**config.mk**
```make
export PLATFORM = sky130hd
export DESIGN_NAME = fft_frame_sequencer
export DESIGN_NICKNAME = d
export VERILOG_FILES = /design/src/rtl/fft_seq_pkg.sv /design/src/rtl/fft_seq_downcnt.sv /design/src/rtl/fft_frame_sequencer.sv
export SDC_FILE = /design/constraint.sdc
export NUM_CORES = 1
export LEC_CHECK = 0
export BUFFER_PORTS_ARGS = -buffer_cell sky130_fd_sc_hd__clkbuf_2
export CAP_MARGIN = 25
export CORE_MARGIN = 2
export CORE_UTILIZATION = 35
export DETAILED_ROUTE_END_ITERATION = 12
export GPL_ROUTABILITY_DRIVEN = 0
export GPL_TIMING_DRIVEN = 0
export HOLD_SLACK_MARGIN = 0.1
export PLACE_DENSITY = 0.74
export SLEW_MARGIN = 30
export SYNTH_ARGS = -nofsm -noshare
export SYNTH_HDL_FRONTEND = slang
export SYNTH_SLANG_ARGS = --single-unit
```
**constraint.sdc**
```tcl
create_clock -name clk -period 4.1 [get_ports clk]
set_input_delay 0.41 -clock clk [delete_from_list [all_inputs] [get_ports clk]]
set_output_delay 0.41 -clock clk [all_outputs]
set_load 0.005 [all_outputs]
```
**src/rtl/fft_seq_pkg.sv**
```systemverilog
// Shared types and lane helpers for the FFT frame sequencer.
// Lane k of a 64-bit bus occupies bits [8k+7:8k].
package fft_seq_pkg;

    localparam int unsigned LANES  = 8;
    localparam int unsigned LANE_W = 8;

    typedef enum logic [1:0] {
        IDLE,
        WAIT,
        STALL
    } state_t;

    typedef logic [LANES-1:0][LANE_W-1:0] lanes_t;

    function automatic lanes_t unpack_lanes(input logic [LANES*LANE_W-1:0] bus);
        lanes_t l;
        for (int unsigned k = 0; k < LANES; k++) begin
            l[k] = bus[k*LANE_W +: LANE_W];
        end
        return l;
    endfunction

    function automatic logic [LANES*LANE_W-1:0] pack_lanes(input lanes_t l);
        logic [LANES*LANE_W-1:0] bus;
        for (int unsigned k = 0; k < LANES; k++) begin
            bus[k*LANE_W +: LANE_W] = l[k];
        end
        return bus;
    endfunction

endpackage

```
**src/rtl/fft_seq_downcnt.sv**
```systemverilog
// 4-bit loadable down-counter that saturates at zero and flags the zero state.
module fft_seq_downcnt (
    input  logic       clk,
    input  logic       rst_n,
    input  logic       i_load,
    input  logic [3:0] i_load_val,
    input  logic       i_en,
    output logic [3:0] o_cnt,
    output logic       o_zero
);

    logic [3:0] r_cnt;

    always_ff @(posedge clk) begin
        if (!rst_n) begin
            r_cnt <= '0;
        end else if (i_load) begin
            r_cnt <= i_load_val;
        end else if (i_en && (r_cnt != '0)) begin
            r_cnt <= r_cnt - 4'd1;
        end
    end

    assign o_cnt  = r_cnt;
    assign o_zero = (r_cnt == '0);

endmodule

```
**src/rtl/fft_frame_sequencer.sv**
```systemverilog
// Issues one frame at a time to a fixed-latency FFT core, holds its inputs
// stable until the result is captured, and stalls when the consumer is not ready.
module fft_frame_sequencer
    import fft_seq_pkg::*;
#(
    parameter int unsigned LATENCY = 2,
    parameter int unsigned GAP     = 1
) (
    input  logic                    clk,
    input  logic                    rst_n,
    input  logic                    in_valid,
    output logic                    in_ready,
    input  logic [LANES*LANE_W-1:0] in_data,
    output logic                    fft_next,
    output logic [LANES*LANE_W-1:0] fft_x,
    input  logic [LANES*LANE_W-1:0] fft_y,
    output logic                    out_valid,
    input  logic                    out_ready,
    output logic [LANES*LANE_W-1:0] out_data,
    output logic                    busy,
    output logic [15:0]             frame_cnt
);

    state_t                  r_state;
    state_t                  w_state_nxt;
    lanes_t                  r_x;
    logic                    r_next;
    logic                    r_out_valid;
    logic [LANES*LANE_W-1:0] r_out_data;
    logic [15:0]             r_frame_cnt;

    logic [3:0] w_lat_cnt;
    logic       w_lat_zero;
    logic [3:0] w_gap_cnt;
    logic       w_gap_zero;
    logic       w_in_ready;
    logic       w_accept;
    logic       w_cap_cond;
    logic       w_capture;

    fft_seq_downcnt u_lat_cnt (
        .clk        (clk),
        .rst_n      (rst_n),
        .i_load     (w_accept),
        .i_load_val (4'(LATENCY)),
        .i_en       ((r_state == WAIT) && !w_lat_zero),
        .o_cnt      (w_lat_cnt),
        .o_zero     (w_lat_zero)
    );

    fft_seq_downcnt u_gap_cnt (
        .clk        (clk),
        .rst_n      (rst_n),
        .i_load     (w_accept),
        .i_load_val (4'(GAP)),
        .i_en       (!w_gap_zero),
        .o_cnt      (w_gap_cnt),
        .o_zero     (w_gap_zero)
    );

    // in_ready depends on registered state only, never on in_valid.
    always_comb begin
        w_in_ready  = (r_state == IDLE) && (w_gap_cnt == '0);
        w_accept    = in_valid && w_in_ready;
        w_cap_cond  = ((r_state == WAIT) && (w_lat_cnt == 4'd1)) || (r_state == STALL);
        w_capture   = w_cap_cond && (!r_out_valid || out_ready);
        w_state_nxt = r_state;
        case (r_state)
            IDLE:    if (w_accept) w_state_nxt = WAIT;
            WAIT:    if (w_lat_cnt == 4'd1) w_state_nxt = w_capture ? IDLE : STALL;
            STALL:   if (w_capture) w_state_nxt = IDLE;
            default: w_state_nxt = IDLE;
        endcase
    end

    always_ff @(posedge clk) begin
        if (!rst_n) begin
            r_state     <= IDLE;
            r_x         <= '0;
            r_next      <= 1'b0;
            r_out_valid <= 1'b0;
            r_out_data  <= '0;
            r_frame_cnt <= '0;
        end else begin
            r_state <= w_state_nxt;
            r_next  <= w_accept;
            if (w_accept) begin
                r_x <= unpack_lanes(in_data);
            end
            // A capture on the same edge as a consumer handshake keeps out_valid high.
            if (w_capture) begin
                r_out_valid <= 1'b1;
                r_out_data  <= fft_y;
                r_frame_cnt <= r_frame_cnt + 16'd1;
            end else if (out_ready) begin
                r_out_valid <= 1'b0;
            end
        end
    end

    assign in_ready  = w_in_ready;
    assign fft_next  = r_next;
    assign fft_x     = pack_lanes(r_x);
    assign out_valid = r_out_valid;
    assign out_data  = r_out_data;
    assign busy      = (r_state != IDLE);
    assign frame_cnt = r_frame_cnt;

endmodule

```
# Word level (Yosys, flattened, before mapping)
# Cells that the tools add are included.
# classes
multipliers	0
div	0
shift	0
mux	11
n_reduce_logical	23
n_addsub	3
n_lt_le_gt_ge	0
eq_ne	6
bitwise_logic	1
# op_table
cell	count
16-bit by 1-bit adder with 16-bit output (second input constant)	1
2-bit 2-to-1 mux	6
4-bit zero test	2
2-bit nonzero test	4
4-bit nonzero test	2
4-bit by 1-bit subtractor with 4-bit output (second input constant)	2
1-bit logical AND	7
2-bit case mux with 3 select lines	1
4-bit by 1-bit equality test with 1-bit output (second input constant)	1
1-bit 2-to-1 mux	4
2-bit by 1-bit != test with 1-bit output (second input constant)	2
1-bit zero test	3
3-bit AND reduction	1
2-bit by 1-bit equality test with 1-bit output (second input constant)	1
2-bit equality test (second input constant)	1
2-bit zero test	1
1-bit logical OR	2
2-bit != test (second input constant)	1
2-bit OR reduction	1
1-bit inverter	1
# totals
out_inout_bits	148
latchBits	0
rom_bits	0
word_cells	61
mem_bits_rw	0
in_bits	132
n_memories	0
reg_bits	156

# Depth between registers and ports, before layout
# depth
ltp_word	7
ltp_mapped	8
mapped_depth_nobuf	6

# Hierarchy
# A second synthesis with hierarchy kept.
# unflattened
cells_unflattened	680
area_unflattened_um2	6140.9
# by_module_without_submodules
mod	n_inst	seq_area_each_um2	cells_each	area_each_um2
fft_frame_sequencer	1	2962.8	618	5627.9
fft_seq_downcnt	2	80.1	31	256.5

# Worst setup path before layout
# Ideal clock, no wire load.
# synth_timing
path_type	register to register
from	register u_gap_cnt.r_cnt[0], in the netlist u_gap_cnt.o_cnt[0]
to	register r_x (netlist bit fft_x[10])
required_ps	3968
path_buffers	2
setup_slack_ps	2428
arrival_ps	1539
stages_incl_launch_ff	9
path_cell_list	dfxtp_1 inv_1 ha_1 nor3b_1 nand3_1 buf_2 clkbuf_1 nand2_1 a21oi_1
# synth_between
elab_chain_cells	3
# synth_rtl
item	line_no	source
from (decl)	fft_seq_downcnt.sv:12	logic [3:0] r_cnt;
from (signal assigned)	fft_seq_downcnt.sv:18	r_cnt <= i_load_val;
from (signal assigned)	fft_seq_downcnt.sv:20	r_cnt <= r_cnt - 4'd1;
4-bit zero test	fft_frame_sequencer.sv:63	w_in_ready = (r_state == IDLE) && (w_gap_cnt == '0);
1-bit logical AND	fft_frame_sequencer.sv:63	
1-bit logical AND	fft_frame_sequencer.sv:64	w_accept = in_valid && w_in_ready;
to (signal assigned)	fft_frame_sequencer.sv:88	r_x <= unpack_lanes(in_data);
to (decl)	fft_frame_sequencer.sv:26	lanes_t r_x;
# No other way between the ends.
# A chain may end at the register's enable or synchronous reset.

# Worst setup path after layout
# layout_timing
from	register u_gap_cnt.r_cnt[0], in the netlist u_gap_cnt.o_cnt[0]
to	register r_x (netlist bit fft_x[47])
# The elaborated chain is that of the path after synthesis.

==> reports/metrics.yaml <==
power_and_ir_drop:
  finalPower_mw: 4.461
  switching_share_pct: 29.90
  comb_power_share_pct: 21.8
  p_leak_nw: 3.487
  p_sw_mw: 1.334
  peakVddDrop_mv: 0.3115
  seqPwrFrac_pct: 40.4
  p_int_mw: 3.128
  p_clk_share_pct: 37.8
  p_per_area_nw_per_um2: 538.7
sta:
  final-setup-viol-count: 0
  finalSetupTns_ns: 0
  finalCriticalPeriod_ns: 2.152
  period_share_pct: 52.50
  holdWs_ns: 0.1998
  finClkSkew_ns: 0.01774
  max_slew_margin_pct: 47.98
  tightestPinTransition_ns: 0.7802
  slew_violations: 0
  hold_viol: 0
  fmaxAchievable_mhz: 464.6
  rsz0062_at_grt: "no"
  worst_slack_ns: 1.948
clocking:
  clk_latency_ns: 0.42
  ctsResizeCount: 0
  cts_buffer_depth: 2
  cts.sinks: 156
  path_clk_slew_ns: 0.07
  holdBufCountCts: 0
  cts_tree: "done"
  cts_setup_buffers: 0
  root_buffer: "clkbuf_16"
  h-tree-depth: 4
  numCtsBuffers: 17
grt:
  grt.overflow.total: 0
  grt_pass1_vias: 5837
  grt_pass1_wl_microns: 30230
  grtUsageTotal_pct: 21.18
  grt_antenna_before_repair: 0
  grt_max_degree: 17
finish:
  areaGrowthSynthToFinish_pct: 38.33
  drive_gt1_share_pct: 32.05
  final_common_cell: "clkbuf_2"
  regArea_sq_um: 3123
  final_cell_mix: "279 x clkbuf_2, 156 x dfxtp_1, 150 x a21oi_1"
  nFillCells: 1616
  multi_input_area_sq_um: 2559
  fin_cells: 1262
  final_nets: 1167
  insertedDiodeCount: 0
worst_setup_path:
  ff2ff_path_depth: 8
  ff2ff_setup_slack_ns: 1.95
  r2r_start: "u_gap_cnt.o_cnt[0]"
  crit_fanout: 10
  worst_setup_path_start_kind: "flip-flop"
  crit_required_ns: 4.38
  r2r_end: "fft_x[47]"
  worstSetupEndpointType: "flip-flop"
  worstSetupPathType: "reg -> reg"
  crit_arrival_ns: 2.43
yosys:
  syn-instance-count: 731
  yosysWarningCount: 0
  ys_types: 39
  syn-num-nets: 869
  avgSynthCellArea_sq_um: 8.190
  synthArstFlopShare_pct: 0
  synth-seq-cells: 156
  yosysSeqAreaShare_pct: 52.16
  synth_edf_count: 0
  syn_area_sq_um: 5987
  synth_ff_type: "dfxtp_1"
route:
  drt-initial-drc-count: 346
  drcViolationCount: 0
  via_per_inst: 5.052
  ant_nets: 0
  wl_per_cell_microns: 15.78
  dr_total_vias: 6375
  dr.pass1.iters: 4
  wirelength_microns: 19920
floorplanning:
  fp.dieW_microns: 134.8
  start_util_pct: 35.97
  num_rows: 47
  die_y_microns: 134.8
  fp.coreArea_sq_um: 16640
  ios: 280
  dieArea_sq_um: 18170
placement:
  hpwl_microns: 14760
  portBuffers: 279
  dp.cells: 1230
  pre_cts_slack_ns: 1.870
job:
  drv_cap: 0
worst_hold_path:
  hp-class: "in -> reg"
  hold_start: "in_data[17]"
  min_to: "fft_x[17]"
  min_path_cells: 3
status:
  outcome: "complete, no violations"
## worst max-delay path, stage by stage (launching register included)
cell      delay [ns]
dfxtp_1         0.30
inv_1           0.11
ha_1            0.20
nor3b_1         0.41
nand3_1         0.25
buf_2           0.27
clkbuf_1        0.25
nand2_1         0.13
a21oi_1         0.07
## cells in the mapped netlist (6+ instances only)
| cell | n | area share (%) |
|---|---|---|
| a21oi_1 | 150 | 13 |
| buf_2 | 13 | 1.1 |
| clkbuf_1 | 41 | 2.6 |
| dfxtp_1 | 156 | 52 |
| ha_1 | 6 | 1.3 |
| inv_1 | 7 | 0.44 |
| nand2_1 | 135 | 8.5 |
| nand3_1 | 76 | 6.4 |
| nor2_1 | 10 | 0.63 |
| o21ai_0 | 68 | 5.7 |
| o31ai_1 | 10 | 1.3 |
| or4_1 | 10 | 1.3 |
## per-stage QoR
stage	area (sq um)	util, %
5_1_grt	8282	49.76
4_1_cts	8282	49.76
3_3_place_gp	7659	46.02
6_report	8282	49.76
3_5_place_dp	7659	46.02
2_1_floorplan	5987	-
## kinds of logic (layout without fill, tap and decap cells)
group / count (synthesis) / count (layout) / synth area share (%)
adder cells (fa/ha/maj): 6 / 6 / 1.254
flip-flops: 156 / 156 / 52.16
multiplexers: 2 / 2 / 0.3344
buffers and inverters: 70 / 381 / 5.099
AO/OA/AOI/OAI: 232 / 232 / 20.23
AND/OR/NAND/NOR: 261 / 261 / 20.33
XOR/XNOR: 4 / 4 / 0.5853
## power groups by stage
stage | logic, mW | clock network, mW | registers (mW)
2_1_floorplan | 0.564 | 0 | 1.83
3_3_place_gp | 0.975 | 0 | 1.82
3_5_place_dp | 0.984 | 0 | 1.83
4_1_cts | 0.988 | 1.72 | 1.80
5_1_grt | 1.10 | 1.78 | 1.82
6_report | 0.973 | 1.69 | 1.80
## registers in the layout (all words and copies together) (netlist names)
name / flops
out_valid: 1
out_data: 64
fft_x: 64
frame_cnt: 16
r_state: 2
u_gap_cnt.o_cnt: 4
fft_next: 1
u_lat_cnt.o_cnt: 4
## how the worst max path moves through the flow
stage,from,to,slack [ns],cells past startpoint
5_1_grt,u_gap_cnt.o_cnt[0],fft_x[47],1.72,8
3_5_place_dp,rst_n,out_valid,1.87,5
2_1_floorplan,u_gap_cnt.o_cnt[0],fft_x[10],2.43,8
4_1_cts,u_gap_cnt.o_cnt[0],fft_x[47],1.91,8
3_3_place_gp,rst_n,out_valid,1.80,5
6_report,u_gap_cnt.o_cnt[0],fft_x[47],1.95,8
## final cells by class
| class | instances | area share (%) |
|---|---|---|
| buffer | 63 | 3.369 |
| clock buffer | 20 | 5.273 |
| clock inverter | 12 | 2.251 |
| inverter | 7 | 0.3173 |
| multi-input combinational | 505 | 30.90 |
| sequential | 156 | 37.71 |
| tap | 220 | 3.324 |
| timing repair buffer | 279 | 16.86 |
## per-layer routing
layer	share of wire, %	track usage [%]	wire length [microns]
met1	42	25.54	8278
met2	49	36.04	9677
met3	8.5	6.944	1699
met4	1.3	6.140	262
met5	0	0	0
No activity file was read; power rests on OpenSTA's default activity.
